==> src/rtl/traffic_phase_controller.sv <==
// Two-way intersection phase sequencer driving an external saturating down-timer.
// Optional pedestrian walk phase is included when TRAFFIC_PED_EN is defined.
module traffic_phase_controller #(
    parameter int COUNT_SIZE     = 5,
    parameter int GREEN_TIME     = 20,
    parameter int YELLOW_TIME    = 4,
    parameter int RED_CLEAR_TIME = 2,
    parameter int PED_TIME       = 10
) (
    input  logic                  i_clk,
    input  logic                  i_rst,
    input  logic                  i_car_ns,
    input  logic                  i_car_ew,
    input  logic                  i_ped_req,
    input  logic [COUNT_SIZE-1:0] i_tmr_count,
    output logic                  o_tmr_load,
    output logic                  o_tmr_down,
    output logic [COUNT_SIZE-1:0] o_tmr_in,
    output logic [2:0]            o_ns_light,
    output logic [2:0]            o_ew_light,
    output logic                  o_walk,
    output logic [2:0]            o_phase
);

`ifdef TRAFFIC_PED_EN
    localparam bit P_PED_EN = 1'b1;
`else
    localparam bit P_PED_EN = 1'b0;
`endif

    localparam int P_MAX_DUR = (2 ** COUNT_SIZE) - 2;

    if (GREEN_TIME < 1 || GREEN_TIME > P_MAX_DUR ||
        YELLOW_TIME < 1 || YELLOW_TIME > P_MAX_DUR ||
        RED_CLEAR_TIME < 1 || RED_CLEAR_TIME > P_MAX_DUR ||
        PED_TIME < 1 || PED_TIME > P_MAX_DUR) begin : g_bad_duration
        $error("traffic_phase_controller: phase duration out of range");
    end

    localparam logic [COUNT_SIZE-1:0] L_GREEN  = COUNT_SIZE'(GREEN_TIME);
    localparam logic [COUNT_SIZE-1:0] L_YELLOW = COUNT_SIZE'(YELLOW_TIME);
    localparam logic [COUNT_SIZE-1:0] L_RED    = COUNT_SIZE'(RED_CLEAR_TIME);
    localparam logic [COUNT_SIZE-1:0] L_PED    = COUNT_SIZE'(PED_TIME);

    localparam logic [2:0] L_RED_LT = 3'b100;
    localparam logic [2:0] L_YEL_LT = 3'b010;
    localparam logic [2:0] L_GRN_LT = 3'b001;

    localparam logic [2:0] S_NS_GREEN  = 3'd0;
    localparam logic [2:0] S_NS_YELLOW = 3'd1;
    localparam logic [2:0] S_RED_A     = 3'd2;
    localparam logic [2:0] S_EW_GREEN  = 3'd3;
    localparam logic [2:0] S_EW_YELLOW = 3'd4;
    localparam logic [2:0] S_RED_B     = 3'd5;
    localparam logic [2:0] S_PED_WALK  = 3'd6;

    logic [2:0] r_state;
    logic       r_fresh;
    logic       r_ped_pending;
    logic       r_next_ew;

    logic [2:0] w_state_nxt;
    logic       w_fresh_nxt;
    logic       w_ped_nxt;
    logic       w_next_ew_nxt;
    logic       w_expire;
    logic       w_ped_pend;

    assign w_expire   = !r_fresh && (i_tmr_count == '0);
    assign w_ped_pend = P_PED_EN && r_ped_pending;

    always_ff @(posedge i_clk) begin
        if (i_rst) begin
            r_state       <= S_RED_B;
            r_fresh       <= 1'b1;
            r_ped_pending <= 1'b0;
            r_next_ew     <= 1'b0;
        end else begin
            r_state       <= w_state_nxt;
            r_fresh       <= w_fresh_nxt;
            r_ped_pending <= w_ped_nxt;
            r_next_ew     <= w_next_ew_nxt;
        end
    end

    always_comb begin
        w_state_nxt   = r_state;
        w_fresh_nxt   = 1'b0;
        w_next_ew_nxt = r_next_ew;
        w_ped_nxt     = r_ped_pending;
        case (r_state)
            S_NS_GREEN: begin
                // Without a cross request the green is simply reloaded.
                if (w_expire) begin
                    w_fresh_nxt = 1'b1;
                    if (i_car_ew || w_ped_pend) w_state_nxt = S_NS_YELLOW;
                end
            end
            S_NS_YELLOW: begin
                if (w_expire) begin
                    w_fresh_nxt = 1'b1;
                    w_state_nxt = S_RED_A;
                end
            end
            S_RED_A: begin
                if (w_expire) begin
                    w_fresh_nxt = 1'b1;
                    if (w_ped_pend) begin
                        w_state_nxt   = S_PED_WALK;
                        w_next_ew_nxt = 1'b1;
                    end else begin
                        w_state_nxt = S_EW_GREEN;
                    end
                end
            end
            S_EW_GREEN: begin
                if (w_expire) begin
                    w_fresh_nxt = 1'b1;
                    if (i_car_ns || w_ped_pend) w_state_nxt = S_EW_YELLOW;
                end
            end
            S_EW_YELLOW: begin
                if (w_expire) begin
                    w_fresh_nxt = 1'b1;
                    w_state_nxt = S_RED_B;
                end
            end
            S_RED_B: begin
                if (w_expire) begin
                    w_fresh_nxt = 1'b1;
                    if (w_ped_pend) begin
                        w_state_nxt   = S_PED_WALK;
                        w_next_ew_nxt = 1'b0;
                    end else begin
                        w_state_nxt = S_NS_GREEN;
                    end
                end
            end
            S_PED_WALK: begin
                if (!P_PED_EN) begin
                    w_fresh_nxt = 1'b1;
                    w_state_nxt = S_RED_B;
                end else if (w_expire) begin
                    w_fresh_nxt = 1'b1;
                    w_state_nxt = r_next_ew ? S_EW_GREEN : S_NS_GREEN;
                end
            end
            default: begin
                w_fresh_nxt = 1'b1;
                w_state_nxt = S_RED_B;
            end
        endcase
        // A request arriving on the entry edge survives the clear.
        if (w_state_nxt == S_PED_WALK && r_state != S_PED_WALK) w_ped_nxt = 1'b0;
        w_ped_nxt = P_PED_EN && (w_ped_nxt || i_ped_req);
    end

    always_comb begin
        o_tmr_load = !i_rst && r_fresh;
        o_tmr_down = !i_rst && !r_fresh;
        o_tmr_in   = L_RED;
        o_ns_light = L_RED_LT;
        o_ew_light = L_RED_LT;
        o_walk     = 1'b0;
        o_phase    = r_state;
        case (r_state)
            S_NS_GREEN: begin
                o_tmr_in   = L_GREEN;
                o_ns_light = L_GRN_LT;
            end
            S_NS_YELLOW: begin
                o_tmr_in   = L_YELLOW;
                o_ns_light = L_YEL_LT;
            end
            S_EW_GREEN: begin
                o_tmr_in   = L_GREEN;
                o_ew_light = L_GRN_LT;
            end
            S_EW_YELLOW: begin
                o_tmr_in   = L_YELLOW;
                o_ew_light = L_YEL_LT;
            end
            S_PED_WALK: begin
                o_tmr_in = L_PED;
                o_walk   = P_PED_EN;
            end
            default: begin
                o_tmr_in = L_RED;
            end
        endcase
    end

endmodule
==> config.mk <==
export PLATFORM = sky130hd
export DESIGN_NAME = traffic_phase_controller
export DESIGN_NICKNAME = d
export VERILOG_FILES = /design/src/rtl/traffic_phase_controller.sv
export SDC_FILE = /design/constraint.sdc
export NUM_CORES = 1
export LEC_CHECK = 0
export ABC_CLOCK_PERIOD_IN_PS = 1850
export BUFFER_PORTS_ARGS = -buffer_cell sky130_fd_sc_hd__buf_4
export CAP_MARGIN = 20
export CORE_AREA = 2 2 39 41
export CTS_BUF_LIST = sky130_fd_sc_hd__clkbuf_16
export DETAILED_ROUTE_END_ITERATION = 10
export DIE_AREA = 0 0 41 43
export HOLD_SLACK_MARGIN = 0.15
export PLACE_DENSITY = 0.58
export REMOVE_ABC_BUFFERS = 1
export SLEW_MARGIN = 15
export SYNTH_ARGS = -nofsm -noshare
export SYNTH_HDL_FRONTEND = slang
export SYNTH_SLANG_ARGS = --single-unit
==> constraint.sdc <==
create_clock -name i_clk -period 1.85 [get_ports i_clk]
set_input_delay 0.2775 -clock i_clk [delete_from_list [all_inputs] [get_ports i_clk]]
set_output_delay 0.2775 -clock i_clk [all_outputs]
set_load 0.02 [all_outputs]
### After elaboration in Yosys (flattened, before gate mapping)

Cells that the tools add are included.

| word-level totals | value |
|---|---|
| memories kept | 0 |
| input bits | 10 |
| latch bits | 0 |
| memory bits (read-only) | 0 |
| output and inout port bits | 17 |
| word-level logic and storage cells | 42 |
| flip-flop bits (word level) | 4 |
| memory bits (writable) | 0 |

| cells by class | value |
|---|---|
| add/subtract/negate cells | 0 |
| bitwise logic cells | 1 |
| reductions and logical operators | 12 |
| multipliers | 0 |
| magnitude comparators | 0 |
| mux-type cells | 13 |
| equal/unequal tests | 14 |
| divide/modulo/power cells | 0 |
| shifts and indexed selects | 0 |

Operator list:

| cell | number |
|---|---|
| 2-to-1 mux 3 bit | 8 |
| one-hot mux 3 bit (6 select lines) | 1 |
| inequality test 2 bit (second input constant) | 8 |
| one-hot mux 5 bit (3 select lines) | 1 |
| one-hot mux 3 bit (2 select lines) | 2 |
| equality test 3 bit (second input constant) | 3 |
| AND reduction 8 bit | 1 |
| equality test 3 x 2 -> 1 bit (second input constant) | 2 |
| OR reduction 2 bit | 3 |
| OR reduction 6 bit | 1 |
| logical NOT 5 bit | 1 |
| equality test 3 x 1 -> 1 bit (second input constant) | 1 |
| logical AND 1 bit | 3 |
| logical NOT 3 bit | 1 |
| logical NOT 1 bit | 2 |
| 2-to-1 mux 1 bit | 1 |
| inverter 1 bit | 1 |

### Depth between registers and ports, before layout

| logic depth | value |
|---|---|
| word-level depth | 4 |
| depth in mapped cells | 4 |
| mapped depth without buffers | 3 |

### Least setup slack after synthesis

OpenSTA, ideal clock, no wires.

| timing | value |
|---|---|
| path kind | flip-flop to output port |
| start point | reg with a tool-made name |
| end point | out o_ew_light[2] |
| stages on the path, launching flop included | 4 |
| path slack | 29 ps |
| arrival time | 1543 ps |
| path buffers | 1 |
| data required time | 1572 ps |
| cell sequence | dfxtp_1 clkbuf_1 nor3b_1 nor2_1 |

RTL lines:

| what | line | text |
|---|---|---|
| end: declaration | 20 | `output logic [2:0] o_ew_light,` |

### Worst setup path in the final report

| timing | value |
|---|---|
| start point | reg r_state[0], in the netlist o_phase[0] |
| end point | out o_tmr_in[3] |

| between the ends | value |
|---|---|
| longest elaborated chain between the ends | 3 |
| elaborated cells on any way between the ends | 8 |

RTL lines:

| what | line | text |
|---|---|---|
| start: declaration | 57 | `logic [2:0] r_state;` |
| start signal: assignment | 79 | `r_state <= w_state_nxt;` |
| equality test 3 bit, or another cell as far along | 166 | `case (r_state)` |
| OR reduction 2 bit (no line) | - |  |
| one-hot mux 5 bit (3 select lines) * | 166 |  |
| end: declaration | 18 | `output logic [COUNT_SIZE-1:0] o_tmr_in,` |

Mark *: on every way between the ends. The rest lies on a longest branch, timed or not.

==> out/qor.yml <==
sta:
  min_period_ns: 1.57
  fin_worst_skew_ns: 0.00201
  tns_ns: 0
  maxSlewHeadroom_pct: 65.5
  finalCritPeriodShare_pct: 84.8
  setup_viol: 0
  slew_violations: 0
  timing.final.hold_violations: 0
  rsz0062_at_grt: "no"
  max_freq_ghz: 0.637
  worst_slew_pin_slew_ns: 0.512
cells_and_area:
  n_antenna_cell: 0
  drive_above_1_share_pct: 47.8
  multi_input_area_sq_um: 208
  register_area_sq_um: 80.1
  layout.nets: 79
  area_delta_synth_final_pct: 76.5
  fillers: 153
global_route:
  grtUsageTotal_pct: 10.5
  grt_remaining_overflow: 0
  grt_max_degree: 14
  grt_antenna_before_repair: 0
  first_global_vias: 305
  grt_pass1_wl_mm: 1.26
yosys:
  yosys.area.top_type: "dfxtp_1"
  synth_seq_area_share_pct: 25.1
  ys_types: 24
  synth_common_cells: "nor2_1, dfxtp_1, or2_2"
  synthFlopType: "dfxtp_1"
  synth_cells: 45
  yosysTopAreaCellShare_pct: 25.1
  ys_top_cells_by_area: "dfxtp_1, or2_2, nor2_1"
  yosysMostFrequentCell: "nor2_1"
  synth-seq-cells: 4
  avgSynthCellArea_sq_um: 7.09
  async_reset_ff_share_pct: 0
  synth_area_sq_um: 319
  ys_warn_count: 0
  synth_edf_count: 0
clocking:
  cts_root_buffer: "clkbuf_16"
  cts_setup_buffers: 0
  cts_tree: "done"
  clk_pin_slew_worst_paths_ns: 0.03
  postCtsResizedCells: 0
  ctsHoldBuffers: 0
  clk_latency_ns: 0.22
  numCtsBuffers: 3
  h-tree-depth: 1
  clockBufferDepth: 2
  cts_sinks: 4
pwr:
  p_leak_nw: 0.258
  power.total_w: 0.000469
  peakVddDrop_mv: 0.646
  power_density_nw_per_um2: 832
die:
  std_cell_rows: 14
  start_util_pct: 23.1
  die_h_microns: 43
  die-area_sq_um: 1760
  fp.dieW_microns: 41
  num_io_pins: 27
  core_area_sq_um: 1380
run_status:
  status: "finished, final reports clean"
setup_path:
  worstSetupPathType: "flop to primary output"
  cp_top_family: "flip-flops"
  crit_chain: "inv_1 > and3_1 > buf_4"
  critPathBufInv: 2
  critPathSlowestCell: "dfxtp_1"
  critPathMaxStageDelay_ns: 0.54
  crit_required_ns: 1.57
  path_max_fanout: 11
  worst_setup_path_start_kind: "flop"
  cp.arrival_ns: 1.29
  endpoint_kind: "primary output"
routing:
  via_per_inst: 4.59
  via_count: 381
  route.detailed.drc: 0
  wirelength_microns: 863
  ant_nets: 0
  routedWlPerCell_microns: 10.4
  dr.pass1.iters: 2
  drt-initial-drc-count: 4
placement:
  hpwl_microns: 625
  gp_congestion: 0.846
  port_buffers: 23
hold_path:
  min_path_type: "input pin to flop"
flow_run:
  drv_cap: 0
[metal layers]
metal	global-route usage, %	up-vias	part of all wire [%]
met4	2.00	0	0
li1	-	197	-
met5	0	-	0
met1	13.5	159	44
met3	6.28	0	15
met2	15.0	25	40
[cell usage in the layout, fill, tap and decap left out, drive strengths merged, types with 2 or more instances in the layout]
cell and n:
buf 23, nor2 6, or2 4, dfxtp 4, nand2 3, a21oi 3, nor3 3, clkbuf 3
nor4 3, inv 2, conb 2
[power breakdown]
group / internal, W / leakage [nW] / total, W / switching [W]
clock: 0.000276 / 0.0370 / 0.000330 / 0.0000547
combinational: 0.0000227 / 0.189 / 0.0000467 / 0.0000240
sequential: 0.0000888 / 0.0327 / 0.0000915 / 0.00000272
total: 0.000387 / 0.258 / 0.000469 / 0.0000814
[cells by family (layout without fill, tap and decap cells)]
kind of cell | after synthesis | in the layout | share of synthesized area [%]
AND/OR/NAND/NOR | 24 | 24 | 42.3
flip-flops | 4 | 4 | 25.1
other | 1 | 2 | 1.18
multiplexers | 1 | 1 | 3.14
AO/OA/AOI/OAI | 8 | 8 | 17.3
buffers and inverters | 7 | 28 | 11.0
[final cells by class]
class / count / share of cell area [%]
well taps: 16 / 3.56
flip-flops and latches: 4 / 14.2
inverters: 2 / 1.33
multi-input cells: 35 / 36.9
repair buffers: 23 / 30.7
clock buffers: 3 / 13.3
[stage by stage]
step           util [%]  std cells  cell area (sq um)  setup slack [ns]  hold WS, ns
2_1_floorplan         -         41                295             0.154        0.369
3_3_place_gp       35.3         80                488             0.304        0.521
3_5_place_dp       35.3         80                488             0.332        0.519
4_1_cts            40.7         83                563             0.273        0.297
5_1_grt            40.7         83                563             0.182        0.306
6_report           40.7         83                563             0.280        0.299
[worst paths after layout]
check,start,to,slack [ns],cells past startpoint
max,o_phase[0],o_tmr_in[3],0.28,3
min,i_rst,o_phase[0],0.30,2
max reg2reg,o_phase[0],o_phase[1],0.61,3
min reg2reg,r_fresh,flop,0.67,3
(Power assumes the default switching activity.)
